[src/rtl/tone_synth_if.sv]
// tone_synth_if: frequency request handshake, sample strobe and audio output bundle.
// master drives frequency requests and the sample strobe; slave is the synthesiser.
interface tone_synth_if #(
  parameter int unsigned WIDTH     = 32,
  parameter int unsigned SIG_WIDTH = 9
);

  logic [WIDTH-1:0]     f_in;
  logic                 f_in_valid;
  logic                 f_in_ready;
  logic                 sample_tick;
  logic [SIG_WIDTH-1:0] sig_out;
  logic                 sig_out_valid;

  modport master (
    output f_in,
    output f_in_valid,
    output sample_tick,
    input  f_in_ready,
    input  sig_out,
    input  sig_out_valid
  );

  modport slave (
    input  f_in,
    input  f_in_valid,
    input  sample_tick,
    output f_in_ready,
    output sig_out,
    output sig_out_valid
  );

endinterface

[src/rtl/tone_synth.sv]
// tone_synth: phase-accumulator tone generator driven by fixed-point frequency words.
// A sequential restoring divider turns each accepted frequency into a phase increment
// while the generator keeps producing samples with the previous increment.
// Optional feature macro: SINE_LUT_EN selects a quarter-wave sine ROM instead of the
// default triangle waveform.
module tone_synth #(
  parameter int unsigned SIG_WIDTH   = 9,
  parameter int unsigned WIDTH       = 32,
  parameter int unsigned FRAC_BITS   = 5,
  parameter int unsigned SAMPLE_RATE = 8000,
  parameter int unsigned PHASE_WIDTH = 24,
  parameter int unsigned F_MIN       = 100,
  parameter int unsigned F_MAX       = 1000
) (
  input  logic        clk_in,
  input  logic        rst_in,
  tone_synth_if.slave bus
);

  // Divider geometry: numerator is f_eff << PHASE_WIDTH, divisor is the fixed-point sample rate.
  localparam int unsigned NUM_W   = WIDTH + PHASE_WIDTH;
  localparam int unsigned DIVISOR = SAMPLE_RATE * (2 ** FRAC_BITS);
  localparam int unsigned REM_W   = $clog2(DIVISOR);
  localparam int unsigned TRIAL_W = REM_W + 1;
  localparam int unsigned CNT_W   = $clog2(NUM_W);

  localparam logic [WIDTH-1:0]   FMIN_FX  = WIDTH'(F_MIN * (2 ** FRAC_BITS));
  localparam logic [WIDTH-1:0]   FMAX_FX  = WIDTH'(F_MAX * (2 ** FRAC_BITS));
  localparam logic [TRIAL_W-1:0] DIV_C    = TRIAL_W'(DIVISOR);
  localparam logic [CNT_W-1:0]   CNT_LAST = CNT_W'(NUM_W - 1);

  localparam int unsigned MID = 2 ** (SIG_WIDTH - 1);
  localparam int unsigned MAX = (2 ** SIG_WIDTH) - 1;
  localparam logic [SIG_WIDTH-1:0] MID_C = SIG_WIDTH'(MID);

  localparam logic [0:0] IDLE = 1'b0;
  localparam logic [0:0] DIV  = 1'b1;

  // Control FSM state
  logic [0:0]             state_q, state_d;
  logic [NUM_W-1:0]       num_q, num_d;
  logic [REM_W-1:0]       rem_q, rem_d;
  logic [CNT_W-1:0]       cnt_q, cnt_d;
  logic [PHASE_WIDTH-1:0] inc_q, inc_d;
  logic                   muted_q, muted_d;
  logic                   ready_q, ready_d;

  // Control FSM combinational helpers
  logic                   mute_req_c;
  logic [TRIAL_W-1:0]     trial_c;
  logic                   q_bit_c;
  logic [WIDTH-1:0]       f_eff_c;

  // Generator state
  logic [PHASE_WIDTH-1:0] phase_q;
  logic [SIG_WIDTH-1:0]   sig_q;
  logic                   sig_valid_q;
  logic [SIG_WIDTH-1:0]   wave_c;
  logic [1:0]             quad_c;
  logic [SIG_WIDTH-2:0]   res_c;

  assign bus.f_in_ready    = ready_q;
  assign bus.sig_out       = sig_q;
  assign bus.sig_out_valid = sig_valid_q;

  // Control FSM and divider registers
  always_ff @(posedge clk_in or negedge rst_in) begin
    if (!rst_in) begin
      state_q <= IDLE;
      num_q   <= '0;
      rem_q   <= '0;
      cnt_q   <= '0;
      inc_q   <= '0;
      muted_q <= 1'b1;
      ready_q <= 1'b1;
    end else begin
      state_q <= state_d;
      num_q   <= num_d;
      rem_q   <= rem_d;
      cnt_q   <= cnt_d;
      inc_q   <= inc_d;
      muted_q <= muted_d;
      ready_q <= ready_d;
    end
  end

  // Next-state: accept frequency requests in IDLE, one restoring-division step per DIV cycle
  always_comb begin
    state_d    = state_q;
    num_d      = num_q;
    rem_d      = rem_q;
    cnt_d      = cnt_q;
    inc_d      = inc_q;
    muted_d    = muted_q;
    ready_d    = ready_q;
    mute_req_c = 1'b0;
    trial_c    = {rem_q, num_q[NUM_W-1]};
    q_bit_c    = (trial_c >= DIV_C);
    f_eff_c    = (bus.f_in > FMAX_FX) ? FMAX_FX : bus.f_in;

    case (state_q)
      IDLE: begin
        if (bus.f_in_valid && ready_q) begin
          if (bus.f_in < FMIN_FX) begin
            // Below the audible floor: silence the output and rewind the phase.
            muted_d    = 1'b1;
            mute_req_c = 1'b1;
          end else begin
            num_d   = {f_eff_c, PHASE_WIDTH'(0)};
            rem_d   = '0;
            cnt_d   = '0;
            ready_d = 1'b0;
            state_d = DIV;
          end
        end
      end

      DIV: begin
        // Quotient bits shift into the bottom of num as numerator bits leave the top.
        rem_d = q_bit_c ? REM_W'(trial_c - DIV_C) : trial_c[REM_W-1:0];
        num_d = {num_q[NUM_W-2:0], q_bit_c};
        cnt_d = cnt_q + CNT_W'(1);
        if (cnt_q == CNT_LAST) begin
          inc_d   = num_d[PHASE_WIDTH-1:0];
          muted_d = 1'b0;
          ready_d = 1'b1;
          cnt_d   = '0;
          state_d = IDLE;
        end
      end

      default: begin
        state_d = IDLE;
      end
    endcase
  end

  // Phase fields: quadrant select and in-quadrant ramp position
  always_comb begin
    quad_c = phase_q[PHASE_WIDTH-1:PHASE_WIDTH-2];
    res_c  = phase_q[PHASE_WIDTH-3:PHASE_WIDTH-SIG_WIDTH-1];
  end

`ifdef SINE_LUT_EN
  localparam int unsigned LUT_N = 2 ** (SIG_WIDTH - 1);

  // Quarter-wave sine amplitude, rounded to the nearest code
  function automatic logic [SIG_WIDTH-2:0] lut_entry(input int unsigned k);
    real ang;
    ang = $sin(3.141592653589793 / 2.0 * real'(k) / real'(LUT_N));
    return (SIG_WIDTH - 1)'($rtoi(real'(MID - 1) * ang + 0.5));
  endfunction

  logic [SIG_WIDTH-2:0] lut_c [LUT_N];
  logic [SIG_WIDTH-2:0] res_n_c;

  for (genvar k = 0; k < LUT_N; k++) begin : g_lut
    assign lut_c[k] = lut_entry(k);
  end

  // Sine waveform mirrored across quadrants from the quarter-wave table
  always_comb begin
    res_n_c = ~res_c;
    wave_c  = MID_C;
    case (quad_c)
      2'd0:    wave_c = MID_C + SIG_WIDTH'(lut_c[res_c]);
      2'd1:    wave_c = MID_C + SIG_WIDTH'(lut_c[res_n_c]);
      2'd2:    wave_c = SIG_WIDTH'(MID - 1) - SIG_WIDTH'(lut_c[res_c]);
      default: wave_c = SIG_WIDTH'(MID - 1) - SIG_WIDTH'(lut_c[res_n_c]);
    endcase
  end
`else
  // Triangle waveform: rise from MID to MAX, fall through MID to 0, rise back
  always_comb begin
    wave_c = MID_C;
    case (quad_c)
      2'd0:    wave_c = MID_C + SIG_WIDTH'(res_c);
      2'd1:    wave_c = SIG_WIDTH'(MAX) - SIG_WIDTH'(res_c);
      2'd2:    wave_c = SIG_WIDTH'(MID - 1) - SIG_WIDTH'(res_c);
      default: wave_c = SIG_WIDTH'(res_c);
    endcase
  end
`endif

  // Generator: emit a sample and advance the phase on every sample tick
  always_ff @(posedge clk_in or negedge rst_in) begin
    if (!rst_in) begin
      phase_q     <= '0;
      sig_q       <= MID_C;
      sig_valid_q <= 1'b0;
    end else begin
      sig_valid_q <= bus.sample_tick;
      if (bus.sample_tick) begin
        sig_q <= muted_q ? MID_C : wave_c;
      end
      if (mute_req_c) begin
        phase_q <= '0;
      end else if (bus.sample_tick && !muted_q) begin
        phase_q <= phase_q + inc_q;
      end
    end
  end

endmodule

[src/flat_wrapper.sv]
// flat-port wrapper written by rule: the top's interface ports become plain ports
module tone_synth_flat 
#(
  parameter int unsigned SIG_WIDTH   = 9,
  parameter int unsigned WIDTH       = 32,
  parameter int unsigned FRAC_BITS   = 5,
  parameter int unsigned SAMPLE_RATE = 8000,
  parameter int unsigned PHASE_WIDTH = 24,
  parameter int unsigned F_MIN       = 100,
  parameter int unsigned F_MAX       = 1000
)
  (clk_in, rst_in, bus_f_in, bus_f_in_valid, bus_sample_tick, bus_f_in_ready, bus_sig_out, bus_sig_out_valid);
  tone_synth_if #(.WIDTH(WIDTH), .SIG_WIDTH(SIG_WIDTH)) bus_i ();
  input  logic clk_in;
  input  logic rst_in;
  input wire logic [$bits(bus_i.f_in)-1:0] bus_f_in;
  input wire logic [$bits(bus_i.f_in_valid)-1:0] bus_f_in_valid;
  input wire logic [$bits(bus_i.sample_tick)-1:0] bus_sample_tick;
  output wire logic [$bits(bus_i.f_in_ready)-1:0] bus_f_in_ready;
  output wire logic [$bits(bus_i.sig_out)-1:0] bus_sig_out;
  output wire logic [$bits(bus_i.sig_out_valid)-1:0] bus_sig_out_valid;
  assign bus_i.f_in = bus_f_in;
  assign bus_i.f_in_valid = bus_f_in_valid;
  assign bus_i.sample_tick = bus_sample_tick;
  assign bus_f_in_ready = bus_i.f_in_ready;
  assign bus_sig_out = bus_i.sig_out;
  assign bus_sig_out_valid = bus_i.sig_out_valid;
  tone_synth #(.SIG_WIDTH(SIG_WIDTH), .WIDTH(WIDTH), .FRAC_BITS(FRAC_BITS), .SAMPLE_RATE(SAMPLE_RATE), .PHASE_WIDTH(PHASE_WIDTH), .F_MIN(F_MIN), .F_MAX(F_MAX)) u_core (.clk_in(clk_in), .rst_in(rst_in), .bus(bus_i));
endmodule
[config.mk]
export PLATFORM = sky130hd
export DESIGN_NAME = tone_synth_flat
export DESIGN_NICKNAME = d
export VERILOG_FILES = /design/src/rtl/tone_synth_if.sv /design/src/rtl/tone_synth.sv /design/src/flat_wrapper.sv
export SDC_FILE = /design/constraint.sdc
export NUM_CORES = 1
export LEC_CHECK = 0
export BUFFER_PORTS_ARGS = -buffer_cell sky130_fd_sc_hd__clkbuf_2
export CORE_MARGIN = 1
export CORE_UTILIZATION = 60
export DETAILED_ROUTE_END_ITERATION = 8
export GPL_ROUTABILITY_DRIVEN = 0
export GPL_TIMING_DRIVEN = 1
export HOLD_SLACK_MARGIN = 0.05
export PLACE_DENSITY_LB_ADDON = 0.15
export RECOVER_POWER = 25
export SLEW_MARGIN = 5
export SYNTH_ARGS = -nofsm -noshare
export SYNTH_HDL_FRONTEND = slang
export SYNTH_SLANG_ARGS = --single-unit
[constraint.sdc]
create_clock -name clk_in -period 3.6 [get_ports clk_in]
set_input_delay 0.36 -clock clk_in [delete_from_list [all_inputs] [get_ports clk_in]]
set_output_delay 0.36 -clock clk_in [all_outputs]
set_load 0.02 [all_outputs]
==> results.sh, run 1 <==
export IMPL_max_slew_margin_pct=30.6
export IMPL_drive_gt1_share_pct=12.6
export IMPL_cts_resized=0
export IMPL_drt_initial_drc_count=338
export IMPL_min_period_ns=2.95
export IMPL_first_global_vias=5140
export IMPL_synthArstFlopShare_pct=100
export IMPL_die_y_um=109
export IMPL_syn_avg_cell_area_sq_um=9.87
export IMPL_dieArea_sq_mm=0.0120
export IMPL_status="completed"
export IMPL_setup_worst_path_start_class="flop"
export IMPL_finalHoldViolCount=0
export IMPL_synth_area_sq_mm=0.00692
export IMPL_tns_ns=0
export IMPL_num_antenna_cells=0
export IMPL_root_buffer="clkbuf_16"
export IMPL_drt_first_pass_iters=5
export IMPL_cts_tree="yes"
export IMPL_gr_total_overflow=0
export IMPL_via_count=5545
export IMPL_cts_setup_buffers=0
export IMPL_drtAntennaViolNets=0
export IMPL_dp_cells=857
export IMPL_fin_crit_sh_pct=82.0
export IMPL_grt_max_degree=120
export IMPL_timing_fmax_mhz=339
export IMPL_htreeDepth=4
export IMPL_synth_seq_cells=141
export IMPL_ioPinCount=47
export IMPL_finalWirelength_um=14400
export IMPL_start_util_pct=62.7
export IMPL_power_density_mw_per_mm2=669
export IMPL_place_hpwl_um=9450
export IMPL_fin_util_pct=71.3
export IMPL_finalNonFillerCells=889
export IMPL_chipWidth_um=109
export IMPL_fin_nets=798
export IMPL_grtUsageTotal_pct=26.3
export IMPL_synth_nets=763
export IMPL_synth_top_cells_by_area="dfrtp_1, nand2_1, a22o_1"
export IMPL_core_region_area_sq_mm=0.0110
export IMPL_worst_ir_drop_vdd_v=0.000535
export IMPL_hold_path_class="input port to asynchronous set/reset pin"
export IMPL_cts_buffers=17
export IMPL_synth_edf_count=0
export IMPL_cts_sinks=141
export IMPL_cp_end_kind="flop"
export IMPL_ys_warn_count=0
export IMPL_cts_hold_buffers=0
export IMPL_cts_clk_slew_worst_paths_ns=0.06
export IMPL_yosysUniqueCellTypes=56
export IMPL_worstPathArrival_ns=3.25
export IMPL_worst_setup_path_type="flop to flop"
export IMPL_synthCells=701
export IMPL_worst_pin_slew_ns=1.04
export IMPL_area_growth_pct=13.8
export IMPL_yosysTopAreaCellShare_pct=49.9
export IMPL_clock_latency_ns=0.42
export IMPL_drv_cap=0
export IMPL_cts_path_max_buffers=2
export IMPL_critPathMaxFanout=6
export IMPL_slew_viol_final=0
export IMPL_core_rowCount=38
export IMPL_antenna_found_initial=0
export IMPL_port_buffers=46
export IMPL_seq_area_frac_synth_pct=51.1
export IMPL_p_leak_nw=3.78
export IMPL_fin_worst_skew_ns=0.0110
export IMPL_required_ns=3.90
export IMPL_synth_area_leader_cell="dfrtp_1"
export IMPL_power_mw=5.26
export IMPL_rsz0062_at_grt="false"
export IMPL_drc=0
export IMPL_routed_via_density=6.24
export IMPL_synth_ff_type="dfrtp_1"
export IMPL_wire_per_inst_um=16.2
export IMPL_grt_pass1_wl_um=24400
export IMPL_setup_viol_count_final=0
[layout by cell type, fill, tap and decap left out, types with 3 or more instances in the layout]
| cell type | instances |
|---|---|
| nand2_1 | 138 |
| dfrtp_1 | 137 |
| a22o_1 | 55 |
| clkbuf_2 | 44 |
| a21oi_1 | 38 |
| o21ai_0 | 28 |
| ha_1 | 25 |
| inv_1 | 22 |
| xnor2_1 | 21 |
| nand3_1 | 18 |
| nor2_1 | 17 |
| clkbuf_16 | 17 |
| o22ai_1 | 16 |
| nor4_1 | 12 |
| o21ai_1 | 12 |
| nor3_1 | 11 |
| a31oi_1 | 10 |
| a21o_1 | 9 |
| a22oi_1 | 8 |
| buf_4 | 8 |
| xor2_1 | 7 |
| a211oi_1 | 7 |
| and3_1 | 6 |
| o211ai_1 | 5 |
| o31ai_1 | 5 |
| or4_1 | 4 |
| nand4_1 | 4 |
| mux2i_1 | 4 |
| and2_1 | 3 |
| a221o_1 | 3 |
| o21a_1 | 3 |
| bufinv_16 | 3 |
| inv_6 | 3 |
| clkinv_4 | 3 |
| clkbuf_8 | 3 |
| dfstp_2 | 3 |
[where the power goes]
group / total (mW) / internal [mW] / switching (mW)
sequential: 2.38 / 2.02 / 0.355
combinational: 1.06 / 0.529 / 0.529
clock: 1.83 / 1.15 / 0.675
[kinds of logic (layout without fill, tap and decap cells)]
group                      after synthesis  count (layout)  share of synthesized area (%)
muxes                                    4               4                          0.579
adders and majority gates               26              26                           4.81
xor gates and xnor gates                28              28                           3.55
DFF                                    141             141                           51.1
and+or+nand+nor                        226             226                           14.6
buffers and inverters                   61             109                           3.64
AOI/OAI and AO/OA                      215             215                           21.8
[registers in the layout, summed over array words and instances, names as in the netlist, 6 cells and up]
signal / flops
u_core.bus.sig_out: 9
u_core.cnt_q: 6
u_core.inc_q: 24
u_core.num_q: 56
u_core.phase_q: 24
u_core.rem_q: 18
[critical path, cell delays in order, from the launching register on]
cell and delay (ns):
dfrtp_1 0.38, ha_1 0.24, fa_1 0.43, a21o_1 0.21, a31oi_1 0.35, nor2_1 0.16
a31oi_1 0.57, a211oi_1 0.24, mux2i_1 0.19, nand2_1 0.06
[through the flow]
stage / area, sq um / worst slack (ns) / hold slack (ns)
floorplan: 6920 / 1.13 / 0.0644
global placement: 7240 / 0.720 / 0.467
detailed placement: 7240 / 0.624 / 0.473
CTS: 7870 / 0.726 / 0.153
global route: 7870 / 0.548 / 0.195
finish: 7870 / 0.648 / 0.0865
[layer usage]
metal | share of wire (%) | global-route usage, % | up-vias | wire length (um)
met1 | 46 | 36.7 | 2719 | 6590
met4 | 1.4 | 8.19 | 0 | 204
met3 | 5.5 | 5.93 | 20 | 798
li1 | - | - | 2627 | -
met5 | 0 | 0 | - | 0
met2 | 47 | 41.3 | 179 | 6840
[cell type report]
class	instances	area, sq um
Tap cell	140	175
Timing Repair Buffer	55	315
Inverter	22	82.6
Sequential cell	141	3530
Clock inverter	11	155
Fill cell	789	3160
Multi-Input combinational cell	499	3140
Clock buffer	21	470
[final timing paths]
check	from	endpoint	slack, ns	cells after the start
setup / recovery	u_core.phase_q[0]$_DFFE_PN0P_	u_core.phase_q[22]$_DFFE_PN0P_	0.65	9
hold / removal	rst_in	u_core.phase_q[4]$_DFFE_PN0P_	0.09	1
setup reg to reg	u_core.phase_q[0]$_DFFE_PN0P_	u_core.phase_q[22]$_DFFE_PN0P_	0.65	9
hold reg to reg	u_core.inc_q[2]$_DFFE_PN0P_	u_core.inc_q[2]$_DFFE_PN0P_	0.48	2
max in group asynchronous	rst_in	u_core.rem_q[0]$_DFFE_PN0P_	2.59	2
min in group clk_in	bus_f_in[6]	u_core.num_q[30]$_DFFE_PN0P_	0.24	3
[Yosys cell counts (4+ instances only)]
cell type,number
nor4_1,12
nand3_1,18
xor2_1,7
a21oi_1,38
a21o_1,9
ha_1,25
dfrtp_1,138
nand2_1,138
a211oi_1,7
a22o_1,55
a22oi_1,8
o31ai_1,5
o211ai_1,5
clkbuf_1,23
o21ai_1,12
nor2_1,17
nor3_1,12
inv_1,22
a31oi_1,10
o22ai_1,16
and3_1,6
nand4_1,4
buf_2,12
or4_1,4
o21ai_0,28
mux2i_1,4
xnor2_1,21
Note: power is estimated with default switching activity, not from simulation.
==> inputs of run 2 (changes only) <==
Settings changed: CORE_UTILIZATION 60 to 55.
Clock period 3.6 ns to 2.4 ns, I/O delays scaled along.
==> results.sh, run 2 (synthesized netlist as in run 1, its figures left out) <==
export IMPL_crit_path_top_delay_cell="dfrtp_1"
export IMPL_grtUsageTotal_pct=25.9
export IMPL_regToRegStartpoint="u_core.phase_q[1]$_DFFE_PN0P_"
export IMPL_wire_per_inst_um=15.7
export IMPL_required_ns=2.72
export IMPL_cts_clk_slew_worst_paths_ns=0.06
export IMPL_clock_latency_ns=0.43
export IMPL_slowest_delay_ns=0.41
export IMPL_n_fill_cell=939
export IMPL_cts_buffers=17
export IMPL_ioPinCount=47
export IMPL_drive_gt1_share_pct=20.3
export IMPL_hold_path_class="input port to flop"
export IMPL_cts_tree="yes"
export IMPL_whs_path_depth=3
export IMPL_cp_end_kind="flop"
export IMPL_use_met2_pct=42.0
export IMPL_grt_max_degree=80
export IMPL_worst_pin_slew_ns=1.80
export IMPL_violations="capacitance limit, slew limit"
export IMPL_critPathMaxFanout=3
export IMPL_antenna_found_initial=0
export IMPL_area_growth_pct=21.5
export IMPL_worst_r2r_endpoint="u_core.phase_q[23]$_DFFE_PN0P_"
export IMPL_root_buffer="clkbuf_16"
export IMPL_path_buf_inv=0
export IMPL_grt_busiest_layer="met2"
export IMPL_worst_ir_drop_vdd_v=0.000678
export IMPL_top_register="u_core.num_q"
export IMPL_via_count=5624
export IMPL_tns_ns=0
export IMPL_p_int_mw=5.41
export IMPL_slew_viol_final=78
export IMPL_largest_reg_flops=56
export IMPL_p_leak_nw=4.01
export IMPL_core_rowCount=40
export IMPL_cts_path_max_buffers=2
export IMPL_ff2ff_setup_slack_ns=0.001
export IMPL_fin_nets=850
export IMPL_num_antenna_cells=0
export IMPL_fin_crit_sh_pct=99.9
export IMPL_power_density_mw_per_mm2=929
export IMPL_finalWirelength_um=15200
export IMPL_dp_cells=936
export IMPL_finalHoldViolCount=0
export IMPL_drt_initial_drc_count=314
export IMPL_worstPathArrival_ns=2.72
export IMPL_status="finished with violations"
export IMPL_cts_sinks=141
export IMPL_timing_fmax_mhz=417
export IMPL_pwr_share_comb_pct=22.5
export IMPL_routed_via_density=5.81
export IMPL_r2r_cells=8
export IMPL_use_met1_pct=34.4
export IMPL_fin_util_pct=69.3
export IMPL_drc=0
export IMPL_max_slew_margin_pct=-19.7
export IMPL_placed_cell_area_sq_mm=0.00771
export IMPL_setup_worst_path_start_class="flop"
export IMPL_rsz0062_at_grt="true"
export IMPL_switchingPower_mw=2.39
export IMPL_mostFrequentLayoutCell="nand2_1"
export IMPL_grt_pass1_wl_um=26400
export IMPL_finalNonFillerCells=968
export IMPL_whs_endpoint="u_core.num_q[30]$_DFFE_PN0P_"
export IMPL_drv_cap=1
export IMPL_start_util_pct=57.1
export IMPL_cts_setup_buffers=0
export IMPL_drt_first_pass_iters=5
export IMPL_port_buffers=46
export IMPL_hold_start="bus_f_in[6]"
export IMPL_worst_setup_path_type="flop to flop"
export IMPL_switching_share_pct=30.7
export IMPL_cpLargestDelayFamily="compound AO/OA/AOI/OAI gates"
export IMPL_power_frac_seq_pct=45.7
export IMPL_chipWidth_um=114
export IMPL_core_region_area_sq_mm=0.0121
export IMPL_setup_viol_count_final=0
export IMPL_fin_worst_skew_ns=0.0108
export IMPL_gr_total_overflow=0
export IMPL_layout_common_cells="nand2_1, dfrtp_1, a22o_1, buf_4, clkbuf_2"
export IMPL_design_area_sq_mm=0.00840
export IMPL_top_regs="u_core.num_q: 56 flops, u_core.inc_q: 24 flops, u_core.phase_q: 24 flops"
export IMPL_first_global_vias=5540
export IMPL_drtAntennaViolNets=0
export IMPL_power_mw=7.80
export IMPL_min_period_ns=2.40
export IMPL_place_hpwl_um=10500
export IMPL_worstPathCellList="ha_4 -> a211oi_4 -> o211ai_1 -> a32o_2 -> a221o_1 -> a21o_1 -> xor2_1 -> a31o_1"
export IMPL_grt_util_met3_pct=5.03
export IMPL_dieArea_sq_mm=0.0130
export IMPL_p_clk_share_pct=31.8
export IMPL_die_y_um=114
export IMPL_htreeDepth=4
==> run 2: cell types whose count changed in the layout (fill, tap and decap cells not counted), moves of 3 or more <==
cell and change:
buf_4 +47, ha_1 -6, a211oi_1 -3, a21oi_2 +3, a21oi_1 -3, buf_12 +4, ha_4 +4
==> run 2: metrics by stage <==
stage / hold slack (ns) / setup WS [ns]
floorplan: -0.0556 / 0.00819
global placement: 0.317 / -0.0203
detailed placement: 0.327 / -0.0629
CTS: 0.0808 / -0.00454
global route: 0.139 / -0.0999
finish: 0.122 / 0.00131
==> run 2: metal layers <==
layer,share of wire (%),vias up
met2,48,156
met4,1.8,0
li1,-,2732
met3,4.9,22
met5,0,-
met1,46,2714
==> run 2: how the worst max path moves through the flow <==
stage,to,depth (start not counted),startpoint,slack [ns]
finish,u_core.phase_q[23]$_DFFE_PN0P_,8,u_core.phase_q[1]$_DFFE_PN0P_,0.001
floorplan,u_core.phase_q[23]$_DFFE_PN0P_,9,u_core.phase_q[18]$_DFFE_PN0P_,0.008
global placement,u_core.phase_q[23]$_DFFE_PN0P_,8,bus_f_in[28],-0.02
detailed placement,u_core.phase_q[17]$_DFFE_PN0P_,7,bus_f_in[28],-0.06
global route,u_core.phase_q[23]$_DFFE_PN0P_,8,u_core.phase_q[2]$_DFFE_PN0P_,-0.1
CTS,u_core.phase_q[17]$_DFFE_PN0P_,8,u_core.inc_q[4]$_DFFE_PN0P_,-0.005
==> run 2: worst reg2reg max path: cells and delay by family, from the launching register on <==
family | cells | cell delay (ns)
AOI/OAI and AO/OA | 6 | 1.49
DFF | 1 | 0.41
adders and majority gates | 1 | 0.27
xor gates and xnor gates | 1 | 0.14
==> run 2: final cells by class <==
type                            count  area (sq um)  share of cell area (%)
Clock buffer                       20           447                    5.32
Timing Repair Buffer              107           752                    8.95
Sequential cell                   141          3530                    42.1
Multi-Input combinational cell    499          3260                    38.8
Inverter                           22          82.6                   0.983
Tap cell                          168           210                    2.50
Clock inverter                     11           114                    1.36
==> run 2: power groups by stage <==
stage               clock (mW)  combinational (mW)  sequential [mW]
floorplan                    0                1.27             3.42
global placement             0                1.67             3.54
detailed placement           0                1.75             3.58
CTS                       2.52                1.77             3.56
global route              2.62                1.96             3.66
finish                    2.48                1.75             3.57
==> run 2: repair_timing <==
| item | in CTS | in global routing |
|---|---|---|
| pin swaps | 1 | 7 |
| hold endpoints to repair | 75 | 0 |
| resized for setup | 6 | 14 |
| hold buffers | 1 | 0 |
| setup endpoints to repair | 7 | 63 |
==> inputs of run 3 (changes only) <==
Settings changed: ABC_AREA from default to 1, CORE_UTILIZATION 55 to 56.
==> results.sh, run 3 <==
export IMPL_grt_pass1_wl_um=29900
export IMPL_cts_clk_slew_worst_paths_ns=0.07
export IMPL_switchingPower_mw=4.34
export IMPL_yosysTopAreaCellShare_pct=43.9
export IMPL_synth_nets=1106
export IMPL_drc=0
export IMPL_finalHoldViolCount=0
export IMPL_ys_warn_count=0
export IMPL_min_period_ns=1.92
export IMPL_yosysUniqueCellTypes=40
export IMPL_placed_cell_area_sq_mm=0.00829
export IMPL_setup_worst_path_start_class="flop"
export IMPL_port_buffers=46
export IMPL_place_hpwl_um=12000
export IMPL_synth_ff_type="dfrtp_1"
export IMPL_drt_initial_drc_count=431
export IMPL_fin_util_pct=65.8
export IMPL_synth_most_common_cell="nand2_1"
export IMPL_core_rowCount=42
export IMPL_area_growth_pct=12.6
export IMPL_synth_seq_cells=141
export IMPL_grt_util_met3_pct=5.61
export IMPL_via_count=6714
export IMPL_drive_gt1_share_pct=9.69
export IMPL_die_y_um=120
export IMPL_p_leak_nw=4.79
export IMPL_synth_area_leader_cell="dfrtp_1"
export IMPL_required_ns=2.72
export IMPL_mostFrequentLayoutCell="nand2_1"
export IMPL_drtAntennaViolNets=0
export IMPL_synthTopCellsByCount="nand2_1, dfrtp_1, inv_1"
export IMPL_synthCells=1044
export IMPL_gr_total_overflow=0
export IMPL_whs_ns=0.145
export IMPL_worst_ir_drop_vdd_v=0.000537
export IMPL_largest_reg_flops=56
export IMPL_dieArea_sq_mm=0.0145
export IMPL_use_met2_pct=43.3
export IMPL_rsz0062_at_grt="false"
export IMPL_grt_busiest_layer="met2"
export IMPL_fin_crit_sh_pct=80.0
export IMPL_fin_worst_skew_ns=0.00848
export IMPL_synthArstFlopShare_pct=100
export IMPL_syn_avg_cell_area_sq_um=7.53
export IMPL_chipWidth_um=120
export IMPL_finalWirelength_um=17200
export IMPL_worst_setup_path_type="flop to flop"
export IMPL_power_mw=10.7
export IMPL_drt_first_pass_iters=5
export IMPL_p_int_mw=6.32
export IMPL_tns_ns=0
export IMPL_use_met1_pct=33.9
export IMPL_fin_nets=1153
export IMPL_cts_buffers=17
export IMPL_timing_fmax_mhz=521
export IMPL_slowest_delay_ns=0.41
export IMPL_grt_max_degree=50
export IMPL_hold_path_class="input port to flop"
export IMPL_first_global_vias=6521
export IMPL_core_region_area_sq_mm=0.0135
export IMPL_root_buffer="clkbuf_16"
export IMPL_wire_per_inst_um=13.4
export IMPL_power_frac_seq_pct=36.8
export IMPL_start_util_pct=58.4
export IMPL_grtUsageTotal_pct=26.1
export IMPL_cts_path_max_buffers=2
export IMPL_num_antenna_cells=0
export IMPL_htreeDepth=4
export IMPL_crit_path_top_delay_cell="dfrtp_1"
export IMPL_drv_cap=0
export IMPL_seq_area_frac_synth_pct=45.0
export IMPL_synth_edf_count=0
export IMPL_critPathMaxFanout=26
export IMPL_setup_viol_count_final=0
export IMPL_clock_latency_ns=0.43
export IMPL_status="completed"
export IMPL_antenna_found_initial=0
export IMPL_top_register="u_core.num_q"
export IMPL_pwr_share_comb_pct=39.5
export IMPL_layout_common_cells="nand2_1, dfrtp_1, inv_1, nor2_1, nand3_1"
export IMPL_max_slew_margin_pct=20.2
export IMPL_worstPathArrival_ns=2.24
export IMPL_switching_share_pct=40.7
export IMPL_top_regs="u_core.num_q: 56 flops, u_core.inc_q: 24 flops, u_core.phase_q: 24 flops"
export IMPL_design_area_sq_mm=0.00885
export IMPL_ioPinCount=47
export IMPL_synth_area_sq_mm=0.00786
export IMPL_synth_top_cells_by_area="dfrtp_1, nand2_1, inv_1"
export IMPL_cts_sinks=141
export IMPL_routed_via_density=5.25
export IMPL_worst_pin_slew_ns=1.20
export IMPL_cts_tree="yes"
export IMPL_worstPathCellList="or2_0 -> nor2_1 -> o21ai_2 -> nor2_4 -> nand2_4 -> nand2_8 -> inv_4 -> nand3_1 -> nand2_1"
export IMPL_cp_end_kind="flop"
export IMPL_p_clk_share_pct=23.7
export IMPL_power_density_mw_per_mm2=1200
export IMPL_slew_viol_final=0
run 3: critical path, delay by kind of cell, from the launching register on:
family          cells  cell delay, ns
flops               1            0.41
buf+inv             1            0.12
simple gates        7            1.15
compound gates      1            0.12
run 3: kinds of logic after synthesis:
group	share of synthesized area [%]
simple gates	29.6
flops	45.0
buf+inv	8.84
xor+xnor	2.99
fa+ha+maj	4.24
compound gates	9.43
run 3: power groups by stage:
stage | logic [mW] | registers (mW) | clock network (mW)
floorplan | 3.29 | 3.82 | 0
finish | 4.21 | 3.92 | 2.52
detailed placement | 4.20 | 3.95 | 0
global route | 4.81 | 4.03 | 2.66
global placement | 4.10 | 3.93 | 0
CTS | 4.23 | 3.92 | 2.56
run 3: worst paths after layout:
check                           slack, ns                         start                              to  depth (start not counted)
worst max-delay path                 0.48      u_core.state_q$_DFF_PN0_  u_core.phase_q[19]$_DFFE_PN0P_                          9
worst min-delay path                 0.15                  bus_f_in[11]    u_core.num_q[35]$_DFFE_PN0P_                          5
worst max register to register       0.48      u_core.state_q$_DFF_PN0_  u_core.phase_q[19]$_DFFE_PN0P_                          9
worst min register to register       0.47  u_core.num_q[45]$_DFFE_PN0P_    u_core.num_q[45]$_DFFE_PN0P_                          2
max in group asynchronous            0.51                        rst_in     u_core.rem_q[4]$_DFFE_PN0P_                          3
min in group asynchronous            0.59                        rst_in     u_core.inc_q[4]$_DFFE_PN0P_                          2
run 3: metal layers:
| metal | vias to the layer above | part of all wire [%] |
|---|---|---|
| li1 | 3393 | - |
| met1 | 3148 | 47 |
| met2 | 146 | 48 |
| met3 | 27 | 4.2 |
| met4 | 0 | 1.6 |
| met5 | - | 0 |
run 3: timing repair:
item	CTS	global route
setup buffers	0	0
gates resized for setup	0	0
hold buffers	2	0
endpoints found under the hold margin	45	0
run 3: final cells by class:
cell class | count | area, sq um
repair buffers | 60 | 364
clock inverters | 14 | 128
clock buffers | 18 | 429
well taps | 176 | 220
flip-flops and latches | 141 | 3530
inverters | 141 | 532
multi-input cells | 730 | 3640
fillers | 1204 | 4600
run 3: metrics by stage:
step,setup WS (ns),instances
2_1_floorplan,0.686,1044
3_3_place_gp,0.530,1246
3_5_place_dp,0.494,1246
4_1_cts,0.463,1280
5_1_grt,0.165,1280
6_report,0.481,1280
